==> config.mk <==
export PLATFORM = sky130hd
export DESIGN_NAME = sd_spi_card_responder
export DESIGN_NICKNAME = d
export VERILOG_FILES = /design/src/rtl/sd_spi_card_responder.sv
export SDC_FILE = /design/constraint.sdc
export NUM_CORES = 1
export LEC_CHECK = 0
export ABC_CLOCK_PERIOD_IN_PS = 2300
export CAP_MARGIN = 0
export CORE_UTILIZATION = 45
export DETAILED_ROUTE_END_ITERATION = 10
export MAX_ROUTING_LAYER = met4
export PLACE_DENSITY_LB_ADDON = 0.1
export SYNTH_ARGS = -nofsm -noshare
export SYNTH_HDL_FRONTEND = slang
export SYNTH_SLANG_ARGS = --single-unit
==> constraint.sdc <==
create_clock -name clk210_p -period 2.3 [get_ports clk210_p]
set_input_delay 0.46 -clock clk210_p [delete_from_list [all_inputs] [get_ports clk210_p]]
set_output_delay 0.46 -clock clk210_p [all_outputs]
set_load 0.05 [all_outputs]
==> src/rtl/sd_spi_card_responder.sv <==
// SPI-mode SD card model: decodes CMD0/8/17/55/58 and ACMD41, answers with R1/R3/R7
// and serves 512-byte read blocks whose bytes follow a block-number-seeded ramp.
module sd_spi_card_responder #(
   parameter int INIT_POLLS = 4,
   parameter int NCR_BYTES  = 1,
   parameter int TOKEN_GAP  = 2,
   parameter bit CCS_BIT    = 1'b1
) (
   input  logic       clk210_p,
   input  logic       reset_n_p,
   input  logic       sd_spi_sck_p,
   input  logic       sd_spi_ss_p,
   input  logic       sd_spi_mosi_p,
   output logic       sd_spi_miso_p,
   output logic       card_ready_p,
   output logic       cmd_strobe_p,
   output logic [5:0] last_cmd_p
);
   typedef enum logic [2:0] {CMD_HUNT, RX_CMD, NCR, RESP, GAP, DATA} state_t;

   state_t      r_state;
   logic [1:0]  r_sck_sync, r_ss_sync, r_mosi_sync;
   logic        r_sck_d;
   logic [2:0]  r_bit_cnt, r_byte_cnt, r_resp_left;
   logic [6:0]  r_rx_shift;
   logic [7:0]  r_tx_shift, r_fill_cnt, r_blk, r_init_cnt;
   logic [5:0]  r_cmd_idx, r_last_cmd;
   logic [16:0] r_arg;            // only arg[16:0] is ever consumed
   logic [39:0] r_resp_buf;
   logic [9:0]  r_data_cnt;
   logic        r_data_pend, r_idle, r_app_cmd;
   logic        r_miso, r_card_ready, r_cmd_strobe;

   logic        w_sck_rise, w_sck_fall, w_ss_high;
   logic [7:0]  w_rx_byte, w_r1, w_flags, w_init_next, w_blk;
   logic [31:0] w_tail;
   logic [2:0]  w_len;
   logic        w_data_go, w_idle_next, w_ready_next;

   assign w_sck_rise = r_sck_sync[1] & ~r_sck_d;
   assign w_sck_fall = ~r_sck_sync[1] & r_sck_d;
   assign w_ss_high  = r_ss_sync[1];
   assign w_rx_byte  = {r_rx_shift, r_mosi_sync[1]};
   assign w_blk      = CCS_BIT ? r_arg[7:0] : r_arg[16:9];

   // Command execution, evaluated while the CRC byte is the byte just received
   always_comb begin
      w_idle_next  = r_idle;
      w_ready_next = r_card_ready;
      w_init_next  = r_init_cnt;
      w_flags      = 8'h00;
      w_tail       = 32'h0000_0000;
      w_len        = 3'd1;
      w_data_go    = 1'b0;
      case (r_cmd_idx)
         6'd0: begin
            if (w_rx_byte == 8'h95) begin
               w_idle_next  = 1'b1;
               w_ready_next = 1'b0;
               w_init_next  = 8'(INIT_POLLS);
            end else begin
               w_flags = 8'h08;
            end
         end
         6'd8: begin
            if (w_rx_byte == 8'h87) begin
               w_len  = 3'd5;
               w_tail = {16'h0000, 4'h0, r_arg[11:8], r_arg[7:0]};
            end else begin
               w_flags = 8'h08;
            end
         end
         6'd17: begin
            if (r_idle) w_flags = 8'h04;
            else        w_data_go = 1'b1;
         end
         6'd41: begin
            if (!r_app_cmd) begin
               w_flags = 8'h04;
            end else if (r_init_cnt != 8'd0) begin
               w_init_next = r_init_cnt - 8'd1;
            end else begin
               w_idle_next  = 1'b0;
               w_ready_next = 1'b1;
            end
         end
         6'd55: begin
            w_flags = 8'h00;
         end
         6'd58: begin
            w_len  = 3'd5;
            w_tail = {~r_idle, CCS_BIT & ~r_idle, 6'h3F, 8'h80, 16'h0000};
         end
         default: w_flags = 8'h04;
      endcase
      w_r1 = w_flags | {7'b0, w_idle_next};
   end

   always_ff @(posedge clk210_p or negedge reset_n_p) begin
      if (!reset_n_p) begin
         r_state      <= CMD_HUNT;
         r_sck_sync   <= 2'b00;
         r_ss_sync    <= 2'b11;
         r_mosi_sync  <= 2'b11;
         r_sck_d      <= 1'b0;
         r_bit_cnt    <= 3'd0;
         r_byte_cnt   <= 3'd0;
         r_resp_left  <= 3'd0;
         r_rx_shift   <= 7'd0;
         r_tx_shift   <= 8'hFF;
         r_fill_cnt   <= 8'd0;
         r_blk        <= 8'd0;
         r_init_cnt   <= 8'(INIT_POLLS);
         r_cmd_idx    <= 6'd0;
         r_last_cmd   <= 6'd0;
         r_arg        <= 17'd0;
         r_resp_buf   <= 40'd0;
         r_data_cnt   <= 10'd0;
         r_data_pend  <= 1'b0;
         r_idle       <= 1'b1;
         r_app_cmd    <= 1'b0;
         r_miso       <= 1'b1;
         r_card_ready <= 1'b0;
         r_cmd_strobe <= 1'b0;
      end else begin
         r_sck_sync   <= {r_sck_sync[0], sd_spi_sck_p};
         r_ss_sync    <= {r_ss_sync[0], sd_spi_ss_p};
         r_mosi_sync  <= {r_mosi_sync[0], sd_spi_mosi_p};
         r_sck_d      <= r_sck_sync[1];
         r_cmd_strobe <= 1'b0;
         if (w_ss_high) begin
            r_miso     <= 1'b1;
            r_bit_cnt  <= 3'd0;
            r_state    <= CMD_HUNT;
            r_tx_shift <= 8'hFF;
         end else if (w_sck_fall) begin
            r_miso     <= r_tx_shift[7];
            r_tx_shift <= {r_tx_shift[6:0], 1'b1};
         end else if (w_sck_rise) begin
            r_rx_shift <= w_rx_byte[6:0];
            r_bit_cnt  <= r_bit_cnt + 3'd1;
            // Byte boundary: the byte loaded here goes out during the next byte slot
            if (r_bit_cnt == 3'd7) begin
               r_tx_shift <= 8'hFF;
               case (r_state)
                  CMD_HUNT: begin
                     if (w_rx_byte[7:6] == 2'b01) begin
                        r_cmd_idx  <= w_rx_byte[5:0];
                        r_byte_cnt <= 3'd0;
                        r_state    <= RX_CMD;
                     end
                  end
                  RX_CMD: begin
                     if (r_byte_cnt == 3'd4) begin
                        r_cmd_strobe <= 1'b1;
                        r_last_cmd   <= r_cmd_idx;
                        r_app_cmd    <= (r_cmd_idx == 6'd55);
                        r_idle       <= w_idle_next;
                        r_card_ready <= w_ready_next;
                        r_init_cnt   <= w_init_next;
                        r_data_pend  <= w_data_go;
                        r_blk        <= w_blk;
                        r_resp_buf   <= {w_r1, w_tail};
                        r_resp_left  <= w_len;
                        if (NCR_BYTES == 0) begin
                           r_tx_shift  <= w_r1;
                           r_resp_buf  <= {w_tail, 8'h00};
                           r_resp_left <= w_len - 3'd1;
                           r_state     <= RESP;
                        end else begin
                           r_fill_cnt <= 8'(NCR_BYTES - 1);
                           r_state    <= NCR;
                        end
                     end else begin
                        r_arg      <= {r_arg[8:0], w_rx_byte};
                        r_byte_cnt <= r_byte_cnt + 3'd1;
                     end
                  end
                  NCR: begin
                     if (r_fill_cnt == 8'd0) begin
                        r_tx_shift  <= r_resp_buf[39:32];
                        r_resp_buf  <= {r_resp_buf[31:0], 8'h00};
                        r_resp_left <= r_resp_left - 3'd1;
                        r_state     <= RESP;
                     end else begin
                        r_fill_cnt <= r_fill_cnt - 8'd1;
                     end
                  end
                  RESP: begin
                     if (r_resp_left != 3'd0) begin
                        r_tx_shift  <= r_resp_buf[39:32];
                        r_resp_buf  <= {r_resp_buf[31:0], 8'h00};
                        r_resp_left <= r_resp_left - 3'd1;
                     end else if (r_data_pend) begin
                        r_data_cnt <= 10'd0;
                        if (TOKEN_GAP == 0) begin
                           r_tx_shift <= 8'hFE;
                           r_state    <= DATA;
                        end else begin
                           r_fill_cnt <= 8'(TOKEN_GAP - 1);
                           r_state    <= GAP;
                        end
                     end else begin
                        r_state <= CMD_HUNT;
                     end
                  end
                  GAP: begin
                     if (r_fill_cnt == 8'd0) begin
                        r_tx_shift <= 8'hFE;
                        r_state    <= DATA;
                     end else begin
                        r_fill_cnt <= r_fill_cnt - 8'd1;
                     end
                  end
                  DATA: begin
                     r_data_cnt <= r_data_cnt + 10'd1;
                     if (r_data_cnt < 10'd512)      r_tx_shift <= r_blk + r_data_cnt[7:0];
                     else if (r_data_cnt < 10'd514) r_tx_shift <= 8'h00;
                     else                           r_state    <= CMD_HUNT;
                  end
                  default: r_state <= CMD_HUNT;
               endcase
            end
         end
      end
   end

   assign sd_spi_miso_p = r_miso;
   assign card_ready_p  = r_card_ready;
   assign cmd_strobe_p  = r_cmd_strobe;
   assign last_cmd_p    = r_last_cmd;
endmodule

# Word level (Yosys, flattened, before mapping)
# Index checks and enable logic that the tools add are counted.
# W data, S select, Z words.
totals:
  out_inout_bits: 9
  ram_bits: 0
  n_memories: 0
  romBits: 0
  latch_bits: 0
  regBits: 138
  word_cells: 183
  inputBits: 5
classes:
  n_shift: 0
  order_cmp: 2
  mux: 76
  eq_ne: 35
  n_reduce_logical: 30
  add_sub_neg: 7
  multipliers: 0
  div: 0
  bitwise_logic: 9
ops:
  columns: ["operator", "n"]
  rows:
  - ["$mux W40", 3]
  - ["$mux W8", 15]
  - ["$pmux W40 S3", 1]
  - ["$mux W3", 23]
  - ["$pmux W32 S2", 1]
  - ["$pmux W8 S4", 1]
  - ["$reduce_and A10 Y1", 3]
  - ["$ne A2 B2 Y1 const B", 13]
  - ["$pmux W8 S3", 1]
  - ["$ne A3 B3 Y1 const B", 7]
  - ["$lt A10 B10 Y1 const B", 2]
  - ["$mux W10", 2]
  - ["$pmux W10 S2", 1]
  - ["$pmux W4 S5", 1]
  - ["$eq A6 B6 Y1 const B", 3]
  - ["$pmux W3 S6", 1]
  - ["$reduce_and A6 Y1", 3]
  - ["$mux W1", 17]
  - ["$eq A8 B8 Y1 const B", 2]
  - ["$pmux W8 S2", 1]
  - ["$sub A8 B1 Y8 const B", 2]
  - ["$reduce_bool A3 Y1", 5]
  - ["$reduce_and A7 Y1", 2]
  - ["$eq A3 B3 Y1 const B", 4]
  - ["27 further kinds", 45]

# Longest topological paths before layout
# Gate-level depths: netlist (run 1).
depth:
  word_depth: 8
  mapped_depth: 9

# Worst setup path after synthesis (run 1)
# No wires, ideal clock.
synth_timing:
  path_type: "reg2reg"
  startpoint: "register r_bit_cnt[0]"
  endpoint: "register r_resp_buf[10]"
  t_required_ns: 2.172
  stages_incl_launch_ff: 8
  n_path_buf: 1
  path_slack_ns: 0.152
  arrival_ns: 2.021
  setup_time_ns: 0.128
  path_cell_list: "dfrtp_1 -> ha_1 -> ha_1 -> nand3b_1 -> or3_1 -> nor2_2 -> buf_2 -> mux2_1"
synth_between:
  elab_chain_cells: 2
synth_rtl:
  columns: ["element", "line_no", "source"]
  rows:
  - ["start, declared", "24", "logic [2:0] r_bit_cnt, r_byte_cnt, r_resp_left;"]
  - ["start signal, assigned", "141", "r_bit_cnt <= r_bit_cnt + 3'd1;"]
  - ["$eq A3 B3 Y1", "143", "if (r_bit_cnt == 3'd7) begin"]
  - ["$reduce_and A8 Y1 (no source line)", null, null]
  - ["end signal, assigned", "163", "r_resp_buf <= {w_r1, w_tail};"]
  - ["end signal, assigned", "167", "r_resp_buf <= {w_tail, 8'h00};"]
  - ["end signal, assigned", "182", "r_resp_buf <= {r_resp_buf[31:0], 8'h00};"]
  - ["end, declared", "29", "logic [39:0] r_resp_buf;"]
# Every way passes these cells.
# A chain may end at the register's enable or synchronous reset.

# Final worst setup path (run 1)
layout_timing:
  startpoint: "register r_miso, in the netlist sd_spi_miso_p"
  endpoint: "output port sd_spi_miso_p"
layout_rtl:
  columns: ["element", "line_no", "source"]
  rows:
  - ["start, declared", "32", "logic r_miso, r_card_ready, r_cmd_strobe;"]
  - ["start signal, assigned", "137", "r_miso <= r_tx_shift[7];"]
  - ["end, declared", "14", "output logic sd_spi_miso_p,"]
# No word-level cell between the ends.

==> summary.txt, run 1 <==
run status -> completed
Seq/Total Area, Yosys -> 0.4967
Initial DRC Count -> 346
Slew Limit Fails -> 0
Worst Setup EP -> sd_spi_miso_p
DIE HEIGHT -> 126.6 um
synthesized flop and latch total -> 138
first-pass GRT wire length -> 29410 um
logic gate share of total power -> 0.056
final hold viol count -> 0
setup ws final -> 0.08796 ns
wire length on met2 -> 7961 um
Syn Nets -> 747
share of cells above drive strength 1 -> 0.1695
Total Routed Length -> 17270 um
met3 WL -> 598 um
worst flop-to-flop path endpoint -> r_resp_buf[29]
H-tree depth -> 4
Ys Warns -> 0
vias in the first global route -> 5592
PwrDens -> 676.6 nW/um^2
Least-Margin Pin Slew -> 0.5211 ns
max incr delay on CP -> 0.80 ns
crit path time final -> 2.212 ns
Core Area -> 15200 um^2
Synth top area share -> 0.4403
RSZ-0062 raised after global routing -> false
critical path endpoint category -> primary output
dpl ws -> 0.03411 ns
WP buf/inv -> 1
Sw Ratio -> 0.2394
Metal-1 WL -> 8499 um
clock root buffer -> clkbuf_16
Initial Util -> 0.4598
maximum VDD drop -> 0.5749 mV
slowest stage cell, crit path -> clkdlybuf4s50_1
Arrival @ worst endpoint -> 1.75 ns
highest routed layer -> met4
ys async rst share -> 1.000
vias -> 5553
worst-case reg-to-reg path depth -> 7
crit path kind -> reg -> out
EDFF count, synth -> 0
setup TNS after final layout -> 0 ns
worst reg2reg path startpoint -> r_bit_cnt[0]
Die Span X -> 126.6 um
Syn-to-layout area delta -> 16.65%
Synth Area per Inst -> 9.669 um^2
library cells used by synthesis -> 73
clock buffer depth -> 2
IO buf count -> 13
Clk network pwr share -> 0.480
HP Class -> reg -> reg
I/O pins -> 14
CTS tree -> built
Core Util, Final -> 0.5364
routed length per instance -> 17.97 um
placed wire-length estimate -> 12060 um
CP delay by family, top -> buffers and inverters
number of max-cap violations -> 0
Cells after Synth -> 723
clock slew at reported path FFs -> 0.06 ns
routed vias/inst -> 5.778
Clock Skew -> 0.007595 ns
Reg power frac -> 0.464
CP startpoint -> sd_spi_miso_p
Inserted Diodes -> 0
FF-to-FF setup slack -> 0.15 ns
WP depth -> 1
GPL Wtd Cong -> 0.9006
gr ovfl total -> 0
crit share post-route -> 0.9618
die area -> 16040 um^2
Worst setup SP type -> flip-flop
# DRC -> 0
cell-internal power -> 4.196 mW
Lkg Pwr -> 3.692 nW
CTS sink count -> 138
Std-Cell Rows -> 45
Post-Syn Area -> 6990 um^2
gr usage total -> 0.2451
final setup vio count -> 0
crit path max fanout -> 2
largest area contributor in the netlist -> dfrtp_1
1st-pass router iterations -> 5
Net Switching -> 1.321 mW
synth top area cells -> dfrtp_1 44%, nand2_1 6.2%, dfstp_2 5.6%
worst-path cell chain -> clkdlybuf4s50_1
nets -> 784
slew margin rel. -> 0.6494
Main synth FF type -> dfrtp_1
initial antenna violation count -> 0
worst skew pair latency -> 0.43 ns
ANT nets after route -> 0
Highest Clock Rate -> 0.4521 GHz
post-CTS setup repair buffer count -> 0
CTS buffer count -> 17
largest net degree at the start of global routing -> 61
required time worst endpoint -> 1.84 ns
[logic make-up after synthesis]
family | after synthesis | share of synthesized area
buffers and inverters | 57 | 0.03311
adder cells (fa/ha/maj) | 19 | 0.03508
AND/OR/NAND/NOR | 255 | 0.1781
flip-flops | 138 | 0.4967
AO/OA/AOI/OAI | 207 | 0.1835
XOR/XNOR | 4 | 0.005011
multiplexers | 43 | 0.06855
[how the worst min path moves through the flow]
stage                   start              to  slack [ns]  depth (start not counted)
5_1_grt        r_mosi_sync[0]  r_mosi_sync[1]        0.36                          0
3_5_place_dp     r_ss_sync[0]    r_ss_sync[1]        0.35                          0
2_1_floorplan       reset_n_p    card_ready_p        0.16                          0
6_report       r_mosi_sync[0]  r_mosi_sync[1]        0.36                          0
4_1_cts        r_mosi_sync[0]  r_mosi_sync[1]        0.36                          0
3_3_place_gp    r_sck_sync[0]   r_sck_sync[1]        0.33                          0
[synth_stat cells, types with 4 or more instances]
cell      instances
nor4_1            4
o21ai_0          74
nor2b_1           8
dfrtp_1         123
mux2_1           16
nor2_1           42
a21oi_1          24
a211oi_1          4
mux2_2           23
nand3b_1          5
mux2i_1           4
a221oi_1          5
nand2_1         115
o21bai_1          6
clkbuf_1         25
nand3_1          14
a32oi_1           5
nor3b_1           6
a31oi_1           5
o21ai_1          33
a21o_1            4
o41ai_1           4
dfstp_2          15
o31ai_1          10
a22o_1            4
nand2b_1         11
xor2_1            4
ha_1             18
buf_2            11
inv_1            16
nand4_1           5
or3_1             5
and3_1            5
nor3_1           11
[timing repair]
action | CTS | global route
gates resized for setup | 0 | 5
setup endpoints to repair | 0 | 39
endpoints found under the hold margin | 38 | 0
hold buffers | 1 | 0
[stage by stage]
stage | hold WS [ns] | total power, mW | area, um^2 | std cells
floorplan | 0.1644 | 2.741 | 6990 | 723
global placement | 0.3340 | 2.908 | 7553 | 928
detailed placement | 0.3468 | 2.917 | 7553 | 928
CTS | 0.3589 | 5.577 | 8138 | 961
global route | 0.3636 | 5.716 | 8154 | 961
finish | 0.3585 | 5.517 | 8154 | 961
[power groups by stage]
stage,clock network (mW),registers (mW),logic (mW)
final,2.65,2.56,0.307
after global routing,2.80,2.57,0.343
after CTS,2.70,2.56,0.314
after detailed placement,0,2.60,0.312
after global placement,0,2.60,0.307
after floorplan,0,2.61,0.135
[cell usage in the layout, fill, tap and decap left out, types with 4 or more instances in the layout]
cell type	synthesis	routed
o21bai_1	6	6
nor4_1	4	4
ha_1	18	18
a21oi_1	24	24
clkbuf_16	0	17
dfrtp_1	123	123
o31ai_1	10	10
clkinvlp_4	0	5
a31oi_1	5	5
mux2_2	23	23
clkdlybuf4s50_1	0	12
nor2b_1	8	7
nand4_1	5	5
inv_1	16	16
and3_1	5	5
nand2b_1	11	11
a22o_1	4	4
xor2_1	4	4
mux2i_1	4	4
nor3b_1	6	5
a21o_1	4	4
dfstp_2	15	15
buf_4	1	42
a211oi_1	4	4
o41ai_1	4	4
nor2_1	42	42
o21ai_0	74	74
nand3b_1	5	5
o21ai_1	33	32
or3_1	5	4
a32oi_1	5	5
mux2_1	16	16
clkinv_4	0	4
nand3_1	14	14
nand2_1	115	115
a221oi_1	5	5
nor3_1	11	11
[layout make-up]
cell class                 instances  area, um^2
clock buffer                      19       452.9
clock inverter                    13       121.4
fill                            1368        7048
inverter                          17       63.81
multi-input combinational        528        3312
sequential                       138        3472
tap                              188       235.2
timing repair buffer              58       496.7
[metal layers]
| layer | vias up | global-route usage |
|---|---|---|
| met5 | - | - |
| met4 | 0 | 0.06591 |
| met3 | 19 | 0.05356 |
| met2 | 100 | 0.3737 |
| met1 | 2750 | 0.3313 |
| li1 | 2684 | - |
[state kept, by name (all words and copies together) (netlist names), 2 cells and up]
register / cells
r_state: 3
r_mosi_sync: 2
r_arg: 12
r_data_cnt: 10
r_blk: 8
r_sck_sync: 2
r_ss_sync: 2
last_cmd_p: 6
r_tx_shift: 8
r_resp_buf: 40
r_cmd_idx: 6
r_resp_left: 3
r_bit_cnt: 3
r_fill_cnt: 8
r_rx_shift: 7
r_init_cnt: 8
r_byte_cnt: 3
Power figures use the tool's default switching activity.
==> inputs of run 2 (changes only) <==
--- a/config.mk
+++ b/config.mk
@@ -11,6 +11,7 @@
 export DETAILED_ROUTE_END_ITERATION = 10
 export MAX_ROUTING_LAYER = met4
 export PLACE_DENSITY_LB_ADDON = 0.1
+export SKIP_LAST_GASP = 1
 export SYNTH_ARGS = -nofsm -noshare
 export SYNTH_HDL_FRONTEND = slang
 export SYNTH_SLANG_ARGS = --single-unit
==> results of run 2 <==
The final DEF is identical to that of run 1; final timing and power are the same.
